--- config.mk ---
export PLATFORM = sky130hd
export DESIGN_NAME = led_cal_seq_ctrl_flat
export DESIGN_NICKNAME = d
export VERILOG_FILES = /design/src/rtl/led_cal_seq_ctrl_pkg.sv /design/src/rtl/led_cal_seq_ctrl_if.sv /design/src/rtl/led_cal_seq_ctrl_win_minmax.sv /design/src/rtl/led_cal_seq_ctrl.sv /design/src/flat_wrapper.sv
export SDC_FILE = /design/constraint.sdc
export NUM_CORES = 1
export LEC_CHECK = 0
export CORE_UTILIZATION = 45
export DETAILED_ROUTE_END_ITERATION = 10
export GPL_ROUTABILITY_DRIVEN = 0
export HOLD_SLACK_MARGIN = 0.02
export PLACE_DENSITY = 0.67
export SYNTH_ARGS = -nofsm -noshare
export SYNTH_HDL_FRONTEND = slang
export SYNTH_SLANG_ARGS = --single-unit
--- constraint.sdc ---
create_clock -name CLK -period 6.8 [get_ports CLK]
set_input_delay 1.36 -clock CLK [delete_from_list [all_inputs] [get_ports CLK]]
set_output_delay 1.36 -clock CLK [all_outputs]
set_load 0.02 [all_outputs]
--- src/rtl/led_cal_seq_ctrl_pkg.sv ---
// Shared types and helpers for the multi-channel LED calibration sequencer:
// the FSM state encoding, a one-hot decoder and an integer clamp.
package led_cal_seq_ctrl_pkg;

    localparam int MAX_CH = 8;

    typedef enum logic [2:0] {
        IDLE,
        DC_SRCH,
        PGA_SRCH,
        NEXT_CH,
        OPERATION
    } state_t;

    function automatic logic [MAX_CH-1:0] one_hot(input int idx);
        return MAX_CH'(1) << idx;
    endfunction

    function automatic int clamp(input int v, input int lo, input int hi);
        return (v < lo) ? lo : ((v > hi) ? hi : v);
    endfunction

endpackage

--- src/rtl/led_cal_seq_ctrl_if.sv ---
// ADC input and analog front-end control bundle of the calibration sequencer.
// The master modport is the controller, the slave modport is the ADC/AFE side.
interface led_cal_seq_ctrl_if #(
    parameter int N_CH  = 2,
    parameter int ADC_W = 8,
    parameter int DC_W  = 7,
    parameter int PGA_W = 4
);
    logic [ADC_W-1:0]      ADC;
    logic                  ADC_Vld;
    logic                  Find_setting;
    logic [N_CH-1:0]       LED_EN;
    logic [DC_W-1:0]       DC_Comp;
    logic [PGA_W-1:0]      PGA_Gain;
    logic                  CLK_Filter;
    logic [N_CH*ADC_W-1:0] ADC_Value;
    logic [N_CH-1:0]       ADC_Value_Vld;
    logic                  Cal_Done;
    logic [N_CH-1:0]       Cal_Fail;

    modport master (
        input  ADC, ADC_Vld, Find_setting,
        output LED_EN, DC_Comp, PGA_Gain, CLK_Filter, ADC_Value, ADC_Value_Vld, Cal_Done, Cal_Fail
    );

    modport slave (
        output ADC, ADC_Vld, Find_setting,
        input  LED_EN, DC_Comp, PGA_Gain, CLK_Filter, ADC_Value, ADC_Value_Vld, Cal_Done, Cal_Fail
    );
endinterface

--- src/rtl/led_cal_seq_ctrl_win_minmax.sv ---
// Measurement window: counts valid ADC samples, tracks min/max and clipping, and
// raises close on the WIN-th sample with midpoint/clip already including that sample.
module led_cal_seq_ctrl_win_minmax #(
    parameter int ADC_W   = 8,
    parameter int WIN     = 16,
    parameter int CLIP_LO = 10,
    parameter int CLIP_HI = 245
) (
    input  logic             clk,
    input  logic             rst,
    input  logic             clear,
    input  logic [ADC_W-1:0] sample,
    input  logic             vld,
    output logic             close,
    output logic             clip,
    output logic [ADC_W:0]   mid
);
    localparam int CNT_W = $clog2(WIN);
    localparam int MID_W = ADC_W + 1;

    logic [CNT_W-1:0] cnt;
    logic [ADC_W-1:0] min_q, max_q, min_d, max_d;
    logic             clip_q, sample_clip;

    always_comb begin
        sample_clip = (sample < ADC_W'(CLIP_LO)) || (sample > ADC_W'(CLIP_HI));
        min_d       = (sample < min_q) ? sample : min_q;
        max_d       = (sample > max_q) ? sample : max_q;
        close       = vld && (cnt == CNT_W'(WIN - 1));
        clip        = clip_q || sample_clip;
        mid         = MID_W'(({1'b0, max_d} + {1'b0, min_d}) >> 1);
    end

    always_ff @(posedge clk) begin
        if (rst || clear || close) begin
            cnt    <= '0;
            min_q  <= '1;
            max_q  <= '0;
            clip_q <= 1'b0;
        end else if (vld) begin
            cnt    <= cnt + 1'b1;
            min_q  <= min_d;
            max_q  <= max_d;
            clip_q <= clip;
        end
    end
endmodule

--- src/rtl/led_cal_seq_ctrl.sv ---
// Calibrates N_CH LED channels (DC-offset search, then PGA-gain search) and then
// time-multiplexes them, publishing one settled ADC capture per dwell slot.
module led_cal_seq_ctrl
    import led_cal_seq_ctrl_pkg::*;
#(
    parameter int N_CH     = 2,
    parameter int ADC_W    = 8,
    parameter int DC_W     = 7,
    parameter int PGA_W    = 4,
    parameter int WIN      = 16,
    parameter int TGT_LO   = 120,
    parameter int TGT_HI   = 130,
    parameter int CLIP_LO  = 10,
    parameter int CLIP_HI  = 245,
    parameter int MAX_ITER = 127,
    parameter int DWELL    = 10,
    parameter int SETTLE   = 4
) (
    input logic                CLK,
    input logic                RST,
    led_cal_seq_ctrl_if.master bus
);
    localparam int CH_W   = $clog2(N_CH);
    localparam int ITER_W = $clog2(MAX_ITER + 1);
    localparam int SLOT_W = $clog2(DWELL);
    localparam int MID_W  = ADC_W + 1;

    state_t            state;
    logic [CH_W-1:0]   ch, ch_nxt;
    logic [ITER_W-1:0] iter;
    logic [SLOT_W-1:0] slot;
    logic [DC_W-1:0]   dc_mem  [N_CH];
    logic [PGA_W-1:0]  pga_mem [N_CH];
    logic              win_close, win_clip, win_clear;
    logic [ADC_W:0]    win_mid;
    logic              step_dn, step_up, dc_fail;

    led_cal_seq_ctrl_win_minmax #(
        .ADC_W(ADC_W), .WIN(WIN), .CLIP_LO(CLIP_LO), .CLIP_HI(CLIP_HI)
    ) u_win (
        .clk(CLK), .rst(RST), .clear(win_clear), .sample(bus.ADC), .vld(bus.ADC_Vld),
        .close(win_close), .clip(win_clip), .mid(win_mid)
    );

    // The window only accumulates while a search is running, so every phase starts fresh.
    always_comb begin
        win_clear = bus.Find_setting || !((state == DC_SRCH) || (state == PGA_SRCH));
        ch_nxt    = (ch == CH_W'(N_CH - 1)) ? '0 : ch + 1'b1;
        step_dn   = win_mid < MID_W'(TGT_LO);
        step_up   = win_mid > MID_W'(TGT_HI);
        dc_fail   = (step_dn && (bus.DC_Comp == '0)) || (step_up && (&bus.DC_Comp)) ||
                    ((step_dn || step_up) && (iter == ITER_W'(MAX_ITER)));
    end

    always_ff @(posedge CLK) begin
        if (RST) bus.CLK_Filter <= 1'b0;
        else     bus.CLK_Filter <= ~bus.CLK_Filter;
    end

    always_ff @(posedge CLK) begin
        if (RST) begin
            state <= IDLE;
            ch    <= '0;
            iter  <= '0;
            slot  <= '0;
            // NOTE: the settings table is a few flops with defined reset contents, so it is cleared like ordinary state rather than left to a RAM.
            for (int k = 0; k < N_CH; k++) begin
                dc_mem[k]  <= '0;
                pga_mem[k] <= '0;
            end
            bus.LED_EN        <= '0;
            bus.DC_Comp       <= '0;
            bus.PGA_Gain      <= '0;
            bus.ADC_Value     <= '0;
            bus.ADC_Value_Vld <= '0;
            bus.Cal_Done      <= 1'b0;
            bus.Cal_Fail      <= '0;
        end else begin
            bus.ADC_Value_Vld <= '0;
            if (bus.Find_setting) begin
                state        <= DC_SRCH;
                ch           <= '0;
                iter         <= '0;
                bus.DC_Comp  <= '0;
                bus.PGA_Gain <= '0;
                bus.Cal_Fail <= '0;
                bus.Cal_Done <= 1'b0;
                bus.LED_EN   <= N_CH'(one_hot(0));
            end else begin
                unique case (state)
                    IDLE: ;
                    DC_SRCH: if (win_close) begin
                        if (dc_fail) begin
                            bus.Cal_Fail[ch] <= 1'b1;
                            dc_mem[ch]       <= bus.DC_Comp;
                            bus.PGA_Gain     <= '0;
                            state            <= PGA_SRCH;
                        end else if (step_dn) begin
                            bus.DC_Comp <= bus.DC_Comp - 1'b1;
                            iter        <= iter + 1'b1;
                        end else if (step_up) begin
                            bus.DC_Comp <= bus.DC_Comp + 1'b1;
                            iter        <= iter + 1'b1;
                        end else begin
                            dc_mem[ch]   <= bus.DC_Comp;
                            bus.PGA_Gain <= '0;
                            state        <= PGA_SRCH;
                        end
                    end
                    PGA_SRCH: if (win_close) begin
                        if (win_clip) begin
                            pga_mem[ch] <= PGA_W'(clamp(int'(bus.PGA_Gain) - 1, 0, (1 << PGA_W) - 1));
                            state       <= NEXT_CH;
                        end else if (&bus.PGA_Gain) begin
                            pga_mem[ch] <= bus.PGA_Gain;
                            state       <= NEXT_CH;
                        end else begin
                            bus.PGA_Gain <= bus.PGA_Gain + 1'b1;
                        end
                    end
                    NEXT_CH: begin
                        ch         <= ch_nxt;
                        bus.LED_EN <= N_CH'(one_hot(int'(ch_nxt)));
                        if (ch == CH_W'(N_CH - 1)) begin
                            state        <= OPERATION;
                            slot         <= '0;
                            bus.DC_Comp  <= dc_mem[ch_nxt];
                            bus.PGA_Gain <= pga_mem[ch_nxt];
                            bus.Cal_Done <= 1'b1;
                        end else begin
                            state        <= DC_SRCH;
                            iter         <= '0;
                            bus.DC_Comp  <= '0;
                            bus.PGA_Gain <= '0;
                        end
                    end
                    OPERATION: begin
                        // Sampling the last cycle of the settle period makes the strobe appear at slot count SETTLE.
                        if (slot == SLOT_W'(SETTLE - 1)) begin
                            bus.ADC_Value[int'(ch)*ADC_W +: ADC_W] <= bus.ADC;
                            bus.ADC_Value_Vld[ch]                  <= 1'b1;
                        end
                        if (slot == SLOT_W'(DWELL - 1)) begin
                            slot         <= '0;
                            ch           <= ch_nxt;
                            bus.LED_EN   <= N_CH'(one_hot(int'(ch_nxt)));
                            bus.DC_Comp  <= dc_mem[ch_nxt];
                            bus.PGA_Gain <= pga_mem[ch_nxt];
                        end else begin
                            slot <= slot + 1'b1;
                        end
                    end
                    default: state <= IDLE;
                endcase
            end
        end
    end
endmodule

--- src/flat_wrapper.sv ---
// flat-port wrapper written by rule: the top's interface ports become plain ports
module led_cal_seq_ctrl_flat import led_cal_seq_ctrl_pkg::*;
#(
    parameter int N_CH     = 2,
    parameter int ADC_W    = 8,
    parameter int DC_W     = 7,
    parameter int PGA_W    = 4,
    parameter int WIN      = 16,
    parameter int TGT_LO   = 120,
    parameter int TGT_HI   = 130,
    parameter int CLIP_LO  = 10,
    parameter int CLIP_HI  = 245,
    parameter int MAX_ITER = 127,
    parameter int DWELL    = 10,
    parameter int SETTLE   = 4
)
  (CLK, RST, bus_ADC, bus_ADC_Vld, bus_Find_setting, bus_LED_EN, bus_DC_Comp, bus_PGA_Gain, bus_CLK_Filter, bus_ADC_Value, bus_ADC_Value_Vld, bus_Cal_Done, bus_Cal_Fail);
  led_cal_seq_ctrl_if #(.N_CH(N_CH), .ADC_W(ADC_W), .DC_W(DC_W), .PGA_W(PGA_W)) bus_i ();
  input logic CLK;
  input logic RST;
  input wire logic [$bits(bus_i.ADC)-1:0] bus_ADC;
  input wire logic [$bits(bus_i.ADC_Vld)-1:0] bus_ADC_Vld;
  input wire logic [$bits(bus_i.Find_setting)-1:0] bus_Find_setting;
  output wire logic [$bits(bus_i.LED_EN)-1:0] bus_LED_EN;
  output wire logic [$bits(bus_i.DC_Comp)-1:0] bus_DC_Comp;
  output wire logic [$bits(bus_i.PGA_Gain)-1:0] bus_PGA_Gain;
  output wire logic [$bits(bus_i.CLK_Filter)-1:0] bus_CLK_Filter;
  output wire logic [$bits(bus_i.ADC_Value)-1:0] bus_ADC_Value;
  output wire logic [$bits(bus_i.ADC_Value_Vld)-1:0] bus_ADC_Value_Vld;
  output wire logic [$bits(bus_i.Cal_Done)-1:0] bus_Cal_Done;
  output wire logic [$bits(bus_i.Cal_Fail)-1:0] bus_Cal_Fail;
  assign bus_i.ADC = bus_ADC;
  assign bus_i.ADC_Vld = bus_ADC_Vld;
  assign bus_i.Find_setting = bus_Find_setting;
  assign bus_LED_EN = bus_i.LED_EN;
  assign bus_DC_Comp = bus_i.DC_Comp;
  assign bus_PGA_Gain = bus_i.PGA_Gain;
  assign bus_CLK_Filter = bus_i.CLK_Filter;
  assign bus_ADC_Value = bus_i.ADC_Value;
  assign bus_ADC_Value_Vld = bus_i.ADC_Value_Vld;
  assign bus_Cal_Done = bus_i.Cal_Done;
  assign bus_Cal_Fail = bus_i.Cal_Fail;
  led_cal_seq_ctrl #(.N_CH(N_CH), .ADC_W(ADC_W), .DC_W(DC_W), .PGA_W(PGA_W), .WIN(WIN), .TGT_LO(TGT_LO), .TGT_HI(TGT_HI), .CLIP_LO(CLIP_LO), .CLIP_HI(CLIP_HI), .MAX_ITER(MAX_ITER), .DWELL(DWELL), .SETTLE(SETTLE)) u_core (.CLK(CLK), .RST(RST), .bus(bus_i));
endmodule
# Word-level counts from Yosys, hierarchy flattened
# Memories as Yosys holds them, arrays and structs flattened.
# Index checks and enable logic that the tools add are counted.
# totals
reg_bits	71
ramBits	22
elab_cells	204
n_memories	2
# classes
addsub	10
order_cmp	10
n_eq_ne	27
n_shift	3
muxes	86
n_bitwise	8
n_reduce_logical	40
# mem_list
memory	depth	word_bits	rd	rd_ports_with_merged_regs	write_ports	line_no	source
u_core.dc_mem	2	7	1	0	2	led_cal_seq_ctrl.sv:32	logic [DC_W-1:0] dc_mem [N_CH];
u_core.pga_mem	2	4	1	0	2	led_cal_seq_ctrl.sv:33	logic [PGA_W-1:0] pga_mem [N_CH];
# op_table
op	count
7-bit 2-to-1 mux	13
4-bit 2-to-1 mux	15
1-bit 2-to-1 mux	38
4-bit negator with 33-bit output	1
8-bit by 33-bit variable shift with 16-bit output (first input constant)	1
8-bit by 33-bit indexed part select with 16-bit output	1
3-bit 2-to-1 mux	8
7-bit case mux with 3 select lines	1
16-bit bitwise mux	1
8-bit greater-than comparator (second input constant)	2
8-bit 2-to-1 mux	2
4-bit case mux with 4 select lines	1
3-bit != test (second input constant)	5
7-bit by 1-bit adder with 7-bit output (second input constant)	2
7-bit case mux with 2 select lines	1
4-bit by 1-bit adder with 4-bit output (second input constant)	3
2-bit != test (second input constant)	6
4-bit != test (second input constant)	3
3-bit case mux with 4 select lines	1
6-bit AND reduction	2
5-bit AND reduction	2
8-bit by 8-bit adder with 9-bit output	1
1-bit logical OR	9
3-bit AND reduction	3
43 further kinds	62

# Logic depth before layout (Yosys ltp)
# logic_depth
word_depth	16
depth_mapped	26
ltp_nobuf	26

# By module
# A second synthesis with hierarchy kept.
# unflattened
cells_unflattened	592
hier_area_um2	5368.9
# by_module_without_submodules
mod	instances	cells_each	area_each_um2	seq_area_each_um2
led_cal_seq_ctrl	1	390	3608.5	1641.6
led_cal_seq_ctrl_win_minmax	1	202	1760.4	420.4

# Least setup slack after synthesis
# No wires, ideal clock.
# synth_timing
kind	in2reg
from	input bus_ADC[1]
to	register u_core.bus.DC_Comp[6]
t_arrival_ns	6.598
required_time_ns	6.731
setup_slack_ns	0.133
path_stages	23
cell_sequence	ha_1 nor2b_1 o211ai_1 a211oi_1 nor2_1 mux2_2 ha_1 a21o_1 a21o_1 a21o_1 a2111o_1 and3_1 a31oi_1 inv_1 fa_1 nor2b_1 o21ai_0 nand2b_1 a21o_1 a21o_1 mux2_2 a311o_1 o21ai_1
# synth_between
elab_chain_len	9
word_cells_on_any_way	20
classes_between	1 x add/sub; 4 x order compare; 2 x eq/ne; 6 x mux; 7 x reduce/logical
# synth_lines
item	line_no	source
start: declaration	flat_wrapper.sv:21	input wire logic [$bits(bus_i.ADC)-1:0] bus_ADC;
8-bit greater-than comparator *	led_cal_seq_ctrl_win_minmax.sv:28	max_d = (sample > max_q) ? sample : max_q;
8-bit 2-to-1 mux *	led_cal_seq_ctrl_win_minmax.sv:28	
net u_core.u_win.max_d[4]	led_cal_seq_ctrl_win_minmax.sv:22	logic [ADC_W-1:0] min_q, max_q, min_d, max_d;
8-bit by 8-bit adder with 9-bit output *	led_cal_seq_ctrl_win_minmax.sv:31	mid = MID_W'(({1'b0, max_d} + {1'b0, min_d}) >> 1);
8-bit by 7-bit less-than comparator with 1-bit output / 8-bit greater-than comparator (equally long branches)	led_cal_seq_ctrl.sv:49, led_cal_seq_ctrl.sv:50	
1-bit logical AND / 1-bit logical OR (equally long branches)	led_cal_seq_ctrl.sv:51, led_cal_seq_ctrl.sv:52	
1-bit logical OR / 1-bit logical AND (equally long branches)	led_cal_seq_ctrl.sv:51, led_cal_seq_ctrl.sv:52	
1-bit logical OR	led_cal_seq_ctrl.sv:51	dc_fail = (step_dn && (bus.DC_Comp == '0)) || (step_up && (&bus.DC_Comp)) ||
2-bit != test (no source line)	--	
5-bit AND reduction (no source line)	--	
end signal: assignment	led_cal_seq_ctrl.sv:99	bus.DC_Comp <= bus.DC_Comp - 1'b1;
end signal: assignment	led_cal_seq_ctrl.sv:102	bus.DC_Comp <= bus.DC_Comp + 1'b1;
end signal: assignment	led_cal_seq_ctrl.sv:127	bus.DC_Comp <= dc_mem[ch_nxt];
end: declaration	led_cal_seq_ctrl_if.sv:23	output LED_EN, DC_Comp, PGA_Gain, CLK_Filter, ADC_Value, ADC_Value_Vld, Cal_Done, Cal_Fail
# The timed path passes the listed nets; every way through them passes the cells marked *. The select of a mux whose other input is x is not followed.
# A chain may end at the register's enable or synchronous reset.

# Worst setup path after layout
# layout_timing
from	input bus_ADC[7]
to	register u_core.bus.DC_Comp[6]
# Same word-level chain as after synthesis.

==> results by group <==
STA
  • Worst Hold Slack: 420.7 ps
  • Clock Skews: 8.983 ps
  • Slew @ Worst Pin: 1125 ps
  • Tcrit/Tclk final: 0.9673
  • F_max: 152.0 MHz
  • Fin crit period: 6578 ps
  • Slew Viols, Final: 0
  • Relative slew margins: 0.2467
  • Final setup vio count: 0
  • Final hold viol count: 0
  • Setup TNS Final: 0 ps

Clocking
  • Post-CTS Hold Buffers: 0
  • Clk Latency, worst-skew pair: 340 ps
  • Clk slew on worst S/H paths: 70 ps
  • TritonCTS Buffers: 9
  • CTS Buffer Depth: 2
  • CTS tree: yes
  • CTS root buffer: clkbuf_16
  • H-tree depth: 3
  • CTS Sinks: 92

Die
  • I/O pins: 47
  • Die area: 12040 um2
  • Core box area: 11080 um2
  • Initial Utilization: 0.4715
  • # rows: 38
  • Die Y: 109.7 um
  • Die X: 109.7 um

Synthesis
  • EDFF count, synth: 22
  • Syn nets: 623
  • Top cells by area, synth: dfxtp_1 27%, edfxtp_1 13%, ha_1 8.1%, nor2_1 5.1%, mux2i_1 3.8%
  • Yosys top cell area share: 0.2683
  • Cell taking the most area after synthesis: dfxtp_1
  • Synth Instances: 575
  • Sequential fraction of the synthesis area: 0.3947
  • Yosys Warn Count: 0
  • #FFs+latches synth: 92
  • Fraction of registers with async set/reset: 0
  • Synth Cell Area: 5224 um2
  • Unique masters post-synth: 70
  • Ys flop type: dfxtp_1
  • Syn_area_per_cell: 9.085 um2

Worst hold path
  • Hold Path Origin: u_core.bus.CLK_Filter
  • Worst min path class: flop to flop

Layout
  • Fraction of layout cells with a size suffix above 1: 0.1227
  • Final net count: 687
  • Area growth syn-to-layout: 21.80%
  • Final core utilization: 0.5743
  • ANT cells: 0

Worst setup path
  • CP Capture Type: flop
  • CP arrival: 6840 ps
  • Beginning of the critical path: bus_ADC[7]
  • Critical path type: input pin to flop
  • CP max FO: 8
  • Crit Reg-Reg Startpoint: u_core.u_win.max_q[1]
  • Startpoint types: input pin
  • Data required, critical path: 7070 ps

Routing
  • DR pass1 iterations: 5
  • DRT antenna net count: 0
  • DRC violations left: 0
  • Initial DRC count: 279
  • Routed Wire Length: 12860 um
  • Wirelength per Cell: 16.40 um
  • Via count: 4530
  • Vias per cell: 5.778

Power and ir drop
  • Tot Pwr: 1.294 mW
  • Peak supply drop: 0.1398 mV
  • Power Density: 203.4 nW/um2
  • P_leak: 2.679 nW

Global routing
  • Total global routing overflow: 0
  • First-pass GRT wire length: 20710 um
  • Largest net degree at the start of global routing: 29
  • Tot GR Track Use: 0.2223
  • Number of global-route vias before repair: 4242
  • Initial antenna violation count: 0

Run status
  • Outcome: finished clean

Run
  • Max cap viols: 0

Placed design
  • IO buf count: 46
  • Placed wire-length estimate: 9440 um
what timing repair did:
| action | 4_1_cts | 5_1_grt |
|---|---|---|
| setup buffers | 0 | 7 |
| setup endpoints to repair | 0 | 1 |
| resized for setup | 0 | 18 |
placed cells by master, fill, tap and decap left out, types with 4 or more instances in the layout:
master	Yosys	layout
and2_1	6	6
a21oi_1	30	30
dfxtp_1	70	70
a211oi_2	1	4
dlymetal6s2s_1	0	4
nand4_1	8	8
o21ai_0	29	27
nand3_1	14	14
o211ai_1	10	10
nor2_1	71	70
mux2_2	8	7
mux2i_1	20	20
or3_1	7	7
xor2_1	9	9
edfxtp_1	22	22
inv_1	26	26
nand2_1	49	49
ha_1	34	32
nor3_1	4	4
nand2b_1	5	5
a211oi_1	20	17
nor3b_1	6	6
and3_1	20	19
a21o_1	15	15
buf_4	2	31
clkdlybuf4s50_1	0	42
clkbuf_16	0	9
xnor2_1	6	6
layer usage:
| layer | GRT usage | up-vias | wire, um |
|---|---|---|---|
| met3 | 0.04624 | 14 | 473 |
| met2 | 0.3801 | 94 | 6340 |
| li1 | - | 2229 | - |
| met5 | 0 | - | 0 |
| met4 | 0.06381 | 0 | 175 |
| met1 | 0.2819 | 2193 | 5865 |
report_power, final:
| part | total (mW) | internal, mW | switching (mW) |
|---|---|---|---|
| Sequential | 0.573 | 0.568 | 0.00417 |
| Clock | 0.505 | 0.286 | 0.219 |
| Combinational | 0.216 | 0.0962 | 0.120 |
| Total | 1.29 | 0.951 | 0.343 |
synth_stat cells, types with 7 or more instances:
cell	n
nand2_1	49
ha_1	34
and3_1	20
o211ai_1	10
nand4_1	8
inv_1	26
or3_1	7
a21o_1	15
nand3_1	14
mux2i_1	20
nor2_1	71
dfxtp_1	70
xor2_1	9
a21oi_1	30
clkbuf_1	18
mux2_2	8
o21ai_0	29
edfxtp_1	22
a211oi_1	20
sequential cells by signal (all words and copies together), names as in the netlist, 3 cells and up:
register              count
u_core.u_win.max_q        8
u_core.pga_mem            8
u_core.bus.ADC_Value     16
u_core.state              3
u_core.dc_mem            14
u_core.bus.PGA_Gain       4
u_core.bus.DC_Comp        7
u_core.iter               7
u_core.u_win.min_q        8
u_core.u_win.cnt          4
u_core.slot               4
final timing paths:
kind         cells past startpoint                    end  slack (ps)
max                             26  u_core.bus.DC_Comp[6]         220
min                              1  u_core.bus.CLK_Filter         420
min reg2reg                      1  u_core.bus.CLK_Filter         420
max reg2reg                     26  u_core.bus.DC_Comp[6]        1250
final cells by class:
class                   count  area, um2
inverters                  26      97.59
clock inverters             7      75.07
multi-input cells         433       3024
clock buffers               9      225.2
well taps                 140      175.2
repair buffers             77      703.2
flip-flops and latches     92       2062
fillers                   992       4716
stage by stage:
| step | setup WS [ps] | area, um2 | cells |
|---|---|---|---|
| 3_3_place_gp | -148.4 | 5933 | 761 |
| 6_report | 222.2 | 6362 | 784 |
| 2_1_floorplan | 133.5 | 5224 | 575 |
| 5_1_grt | -13.60 | 6362 | 784 |
| 4_1_cts | 54.08 | 6233 | 777 |
| 3_5_place_dp | -269.0 | 5933 | 761 |
critical path, stage by stage:
cell	delay, ps
clkdlybuf4s50_1	470
ha_4	300
nand4_1	190
nor2_2	210
a211oi_2	70
nor2_1	160
buf_4	180
mux2_4	310
ha_1	300
a21o_1	180
a21o_1	180
a21o_1	220
a2111o_1	420
and3_4	200
a31oi_1	160
buf_4	170
inv_1	60
fa_2	380
nor2b_4	140
o21ai_1	70
nand2b_1	110
a21o_1	120
a21o_1	120
mux2_2	330
a311o_1	340
o21ai_1	100
logic make-up after synthesis:
logic type	Yosys count	share of synthesized area
fa+ha+maj	36	0.08910
compound gates	144	0.1964
buf+inv	50	0.03904
simple gates	208	0.1947
xor+xnor	16	0.02827
flops	92	0.3947
mux	29	0.05772
(Power assumes the default switching activity.)
